$ cat src/rtl/icb_acc_slave.sv
// ICB responder for the accelerator: decodes a 4 KB window into an operand
// buffer port plus CONTROL/STATUS registers, one outstanding command at a time.
module icb_acc_slave #(
  parameter logic [31:0] BASE_ADDR = 32'h1004_2000,
  parameter int unsigned BUF_WORDS = 960
) (
  input  logic        clk,
  input  logic        rst,
  input  logic        icb_cmd_valid,
  output logic        icb_cmd_ready,
  input  logic        icb_cmd_read,
  input  logic [31:0] icb_cmd_addr,
  input  logic [31:0] icb_cmd_wdata,
  input  logic [3:0]  icb_cmd_wmask,
  output logic        icb_rsp_valid,
  input  logic        icb_rsp_ready,
  output logic [31:0] icb_rsp_rdata,
  output logic        icb_rsp_err,
  output logic        buf_we,
  output logic        buf_re,
  output logic [9:0]  buf_addr,
  output logic [31:0] buf_wdata,
  output logic [3:0]  buf_wmask,
  input  logic [31:0] buf_rdata,
  output logic        acc_start,
  input  logic        acc_busy,
  input  logic        acc_done,
  output logic        irq
);

  localparam int unsigned DW  = 32;
  localparam int unsigned OW  = 12;
  localparam int unsigned BAW = 10;
  localparam logic [OW-1:0] CTRL_OFF = 12'hF00;
  localparam logic [OW-1:0] STAT_OFF = 12'hF04;

  typedef enum logic [1:0] {IDLE, RD_WAIT, RSP} state_t;

  state_t           state;
  logic             irq_en;
  logic             done_sticky;

  logic [OW-1:0]    offset;
  logic [BAW-1:0]   word_idx;
  logic             hit;
  logic             aligned;
  logic             is_buf;
  logic             is_ctrl;
  logic             is_stat;
  logic             cmd_wr;
  logic             start_req;
  logic             cmd_err;
  logic             accept;
  logic             cmd_ok;
  logic             buf_rd_ok;
  logic             ctrl_wr;
  logic             stat_clr;
  logic [DW-1:0]    reg_rdata;

  // Address decode of the command currently presented on the bus
  assign offset    = icb_cmd_addr[OW-1:0];
  assign word_idx  = offset[OW-1:2];
  assign hit       = (icb_cmd_addr[31:12] == BASE_ADDR[31:12]);
  assign aligned   = (offset[1:0] == 2'b00);
  assign is_buf    = (32'(word_idx) < BUF_WORDS);
  assign is_ctrl   = !is_buf && (offset == CTRL_OFF);
  assign is_stat   = !is_buf && (offset == STAT_OFF);
  assign cmd_wr    = !icb_cmd_read;
  assign start_req = cmd_wr && is_ctrl && icb_cmd_wmask[0] && icb_cmd_wdata[0];

  assign cmd_err = !hit || !aligned || !(is_buf || is_ctrl || is_stat) ||
                   (acc_busy && cmd_wr && is_buf) ||
                   (acc_busy && start_req);

  assign accept    = icb_cmd_valid && icb_cmd_ready && !rst;
  assign cmd_ok    = accept && !cmd_err;
  assign buf_rd_ok = cmd_ok && icb_cmd_read && is_buf;
  assign ctrl_wr   = cmd_ok && cmd_wr && is_ctrl && icb_cmd_wmask[0];
  assign stat_clr  = cmd_ok && cmd_wr && is_stat && icb_cmd_wmask[0] && icb_cmd_wdata[1];

  // Buffer and start strobes fire in the accept cycle so the side effect lands on the accept edge
  assign buf_we    = cmd_ok && cmd_wr && is_buf && (icb_cmd_wmask != 4'b0000);
  assign buf_re    = buf_rd_ok;
  assign acc_start = cmd_ok && start_req;
  assign buf_addr  = (buf_we || buf_re) ? word_idx : BAW'(0);
  assign buf_wdata = buf_we ? icb_cmd_wdata : DW'(0);
  assign buf_wmask = buf_we ? icb_cmd_wmask : 4'b0000;

  assign reg_rdata = is_ctrl ? {30'b0, irq_en, 1'b0}
                             : {29'b0, 1'b0, done_sticky, acc_busy};

  always_ff @(posedge clk) begin
    if (rst) begin
      state         <= IDLE;
      icb_cmd_ready <= 1'b1;
      icb_rsp_valid <= 1'b0;
      icb_rsp_rdata <= DW'(0);
      icb_rsp_err   <= 1'b0;
      irq_en        <= 1'b0;
      done_sticky   <= 1'b0;
      irq           <= 1'b0;
    end else begin
      irq <= done_sticky & irq_en;

      // A completion pulse in the same cycle as the W1C keeps the sticky bit set
      if (acc_done) begin
        done_sticky <= 1'b1;
      end else if (stat_clr) begin
        done_sticky <= 1'b0;
      end

      if (ctrl_wr) begin
        irq_en <= icb_cmd_wdata[1];
      end

      case (state)
        IDLE: begin
          if (accept) begin
            icb_cmd_ready <= 1'b0;
            icb_rsp_err   <= cmd_err;
            icb_rsp_rdata <= (!cmd_err && icb_cmd_read && !is_buf) ? reg_rdata : DW'(0);
            if (buf_rd_ok) begin
              state <= RD_WAIT;
            end else begin
              state         <= RSP;
              icb_rsp_valid <= 1'b1;
            end
          end
        end
        RD_WAIT: begin
          icb_rsp_rdata <= buf_rdata;
          icb_rsp_valid <= 1'b1;
          state         <= RSP;
        end
        RSP: begin
          if (icb_rsp_ready) begin
            icb_rsp_valid <= 1'b0;
            icb_rsp_rdata <= DW'(0);
            icb_rsp_err   <= 1'b0;
            icb_cmd_ready <= 1'b1;
            state         <= IDLE;
          end
        end
        default: begin
          state         <= IDLE;
          icb_cmd_ready <= 1'b1;
          icb_rsp_valid <= 1'b0;
        end
      endcase
    end
  end

endmodule

$ cat config.mk
export PLATFORM = sky130hd
export DESIGN_NAME = icb_acc_slave
export DESIGN_NICKNAME = d
export VERILOG_FILES = /design/src/rtl/icb_acc_slave.sv
export SDC_FILE = /design/constraint.sdc
export NUM_CORES = 1
export LEC_CHECK = 0
export ABC_AREA = 1
export ABC_CLOCK_PERIOD_IN_PS = 2200
export CORE_MARGIN = 3
export CORE_UTILIZATION = 33
export DETAILED_ROUTE_END_ITERATION = 8
export HOLD_SLACK_MARGIN = 0.05
export PLACE_DENSITY_LB_ADDON = 0.15
export SLEW_MARGIN = 20
export SYNTH_ARGS = -nofsm -noshare
export SYNTH_HDL_FRONTEND = slang
export SYNTH_SLANG_ARGS = --single-unit
$ cat constraint.sdc
create_clock -name clk -period 2.2 [get_ports clk]
set_input_delay 0.44 -clock clk [delete_from_list [all_inputs] [get_ports clk]]
set_output_delay 0.44 -clock clk [all_outputs]
set_load 0.01 [all_outputs]
==> flow_results.org <==
** Status
- The run finished, with violations left.
- Violated checks :: setup timing

** Clock network
- Sink Count :: 40
- TritonCTS clock tree :: done
- H-tree lvl count :: 2
- Clock Path Buffers :: 2
- The later pin in the worst-skew pair is clocked with a latency of 0.28 ns.
- Clock-pin slew was measured on the worst setup and hold paths at 0.06 ns.
- Root buf cell :: clkbuf_8
- Buffers inserted during clock tree synthesis total 5.

** Synthesis
- For this run, the number of Yosys warnings is 0.
- Mean cell area of the mapped netlist :: 6.18 µm²
- Mapped cell area :: 2390 µm²
- The biggest area contributor in the post-synthesis netlist is dfxtp_1.
- Synth unique cells :: 27
- Fraction of post-synthesis cell area in the top cell type by area :: 33.5%
- Synthesis handed over a netlist of 387 instances.
- Number of nets produced by synthesis :: 497
- Sequential element share of the synthesized area :: 33.5%
- Counting flops and latches in the post-synthesis netlist gives 40.
- Yosys attributes the largest share of cell area to dfxtp_1, nor2_1, inv_1, a21oi_1, o21ai_0.

** Worst setup path
- The critical path goes through buf_6 -> nor2_2 -> nand2_1 -> nor2_2 -> nand2_1 -> nor2_2 -> nand4_1 -> or2_4 -> buf_12 -> buf_16 -> a21oi_2 -> buf_2.
- Worst Setup Path Type :: primary input to primary output
- Number of cell instances on the worst register-to-register path :: 11
- Beginning of the worst register-to-register path :: icb_cmd_ready
- Delay of the slowest cell on the worst path :: 0.31 ns
- Capturing element type of the critical path :: primary output
- Data on the critical path arrives at its endpoint at 2.01 ns.
- Kind of launch point of the worst setup path :: primary input
- Start point of the critical path :: icb_cmd_addr[31]
- Counting stages on the worst path, the most repeated cell is nor2_2.
- The slowest stage of the critical path is the or2_4 cell.
- Largest fanout on the critical path :: 5
- STA puts the critical path data required time at 1.76 ns.

** Final layout
- Area growth from synthesis to final layout :: 119%
- Final Net Count :: 767
- Measured on the finished design, the core utilization comes to 75.8%.
- Fraction of layout instances using a drive strength above 1 :: 41.2%
- The number of antenna diodes in the final layout is 0.
- Count of filler cells inserted in the layout :: 542

** Drt
- Final wirelength :: 11300 µm
- The pre-antenna-repair detailed-routing pass consisted of 4 iterations.
- Routed wire per std cell :: 15.0 µm
- Count of unresolved DRC violations after routing :: 0
- In this run, the number of DRC markers left after iteration 0 of detailed routing was 166.
- Using the TritonRoute via totals, the vias-per-cell ratio works out to 4.74.
- The detailed router placed 3568 vias in this run.
- Number of routed nets with antenna violations :: 0

** Worst hold path
- The worst hold path was traced through 2 stages.
- The path class of the tightest hold or removal check is flop to flop.
- Startpoint of the lowest-slack hold path :: icb_rsp_valid

** Power and ir drop
- The design draws 4.39 mW.
- For this design the static power due to leakage is 2.56 nW.
- Power per Cell Area :: 839 nW/µm²
- Peak supply drop :: 0.00121 V

** Global route
- For this run, the total global-route usage over all layers was measured as 25.3%.
- Maximum number of pins on one net before global-route repair :: 24
- The first global-routing pass estimated 17300 µm of wire.
- Total gr overflow :: 0
- Antenna violations before repair :: 0
- Number of global-route vias before repair :: 3594

** Floorplan
- Die Ht :: 91.1 µm
- Die W :: 91.1 µm
- For this configuration, the core starts out at a cell density of 34.6%.
- In this run the standard cell core region covers 6910 µm².
- The die covers 8300 µm².
- Rows :: 30
- 192 I/O pins were placed.

** STA
- Setup violations remaining at the end of the flow were counted as 49.
- Minimum clock period after layout :: 2.45 ns
- Once routing completed, OpenROAD measured the worst setup slack at -0.251 ns.
- Setup repair after global routing could not meet its margin everywhere.
- In the final timing run, aggregate negative setup slack is -8.43 ns.
- Hold Violations, Final :: 0
- Max-slew headroom :: 80.2%
- Dividing the final minimum period by the clock period gives 111%.
- At the pin with the least slew margin, the transition time is 0.297 ns.
- Max-slew violation count :: 0
- Final clock skew :: 0.00657 ns
- For this run, the top clock speed supported by timing is 0.408 GHz.

** Placed design
- At the end of routability-driven placement, the weighted congestion stood at 0.878.
- The count of buffers added on input and output ports is 191.
- Estimated wirelength of the detail-placed design :: 7260 µm

** Run
- Number of max-cap violations :: 0
[synth_stat cells]
library cell / instances
a21boi_0: 1
a21boi_1: 3
a21oi_1: 39
a21oi_2: 4
a21oi_4: 1
a31oi_1: 2
and3_1: 1
buf_2: 3
buf_4: 1
buf_6: 5
clkbuf_1: 11
dfxtp_1: 40
ha_1: 3
inv_1: 66
inv_2: 3
nand2_1: 30
nand2_2: 1
nand3_1: 11
nand3_2: 1
nand4_1: 8
nor2_1: 106
nor2_2: 4
nor3_1: 2
o21ai_0: 35
o21ai_1: 4
o21ai_2: 1
or2_1: 1
[logic make-up after synthesis]
group,count (synthesis),share of synthesized area [%]
AOI/OAI and AO/OA,90,20.6
adders and majority gates,3,1.57
buffers and inverters,89,15.9
DFF,40,33.5
and+or+nand+nor,165,28.4
[layout make-up]
cell class,instances,area (µm²),area share [%]
clock buffer,6,72.6,1.39
inverter,69,269,5.14
clock inverter,1,5.00,0.0956
multi-input combinational,258,1490,28.4
tap,96,120,2.29
sequential,40,801,15.3
timing repair buffer,283,2480,47.4
[cells in the final DEF, fill, tap and decap left out, drive strengths merged]
master,synthesis,final
bufbuf,0,1
dfxtp,40,40
or2,1,1
nand2,31,31
clkdlybuf4s15,0,3
clkdlybuf4s50,0,102
buf,9,171
and3,1,1
nand4,8,8
a31oi,2,2
ha,3,3
clkbuf,11,6
clkinv,0,2
a21boi,4,4
o21ai,40,40
nor2,110,110
inv,69,68
nand3,12,12
dlygate4sd2,0,6
a21oi,44,44
nor3,2,2
[worst max-delay path: cells and delay by family]
kind / cells / cell delay [ns]
simple gates: 7 / 0.94
compound gates: 1 / 0.10
buf+inv: 4 / 0.53
[power breakdown]
part           switching [mW]  internal [mW]  total (mW)
clock network           0.230          0.215       0.446
logic                    1.35           1.33        2.69
registers               0.173           1.09        1.26
total                    1.76           2.64        4.39
[flip-flops by register name, summed over array words and instances (netlist names)]
register,flops
icb_cmd_ready,1
icb_rsp_err,1
state,2
icb_rsp_valid,1
irq_en,1
irq,1
done_sticky,1
icb_rsp_rdata,32
[final timing paths]
kind,to,slack [ns]
worst min-delay path,icb_rsp_valid,0.47
worst min register to register,icb_rsp_valid,0.47
worst max register to register,icb_rsp_rdata[1],0.41
worst max-delay path,buf_addr[2],-0.25
[through the flow]
| step | instances | area (µm²) | hold WS, ns | setup WS [ns] |
|---|---|---|---|---|
| global placement | 692 | 4620 | 0.438 | -0.912 |
| finish | 753 | 5240 | 0.470 | -0.251 |
| detailed placement | 692 | 4620 | 0.465 | -0.972 |
| global route | 753 | 5240 | 0.502 | -0.339 |
| floorplan | 387 | 2390 | 0.429 | 0.159 |
| CTS | 760 | 5070 | 0.478 | -0.219 |
[routing by layer]
layer / vias up / wire length (µm) / global-route usage, % / share of wire, %
met4: 0 / 367 / 7.41 / 3.3
met2: 154 / 5840 / 47.5 / 52
li1: 1746 / - / - / -
met3: 33 / 848 / 6.46 / 7.5
met5: - / 0 / 0 / 0
met1: 1635 / 4230 / 27.8 / 37
[repair_timing]
item | CTS | global route
buffers inserted | 57 | 8
gates resized for setup | 397 | 61
gates cloned | 4 | 0
hold buffers | 0 | 0
pin swaps | 30 | 29
endpoints found under the setup margin | 49 | 52
Power figures use the tool's default switching activity.
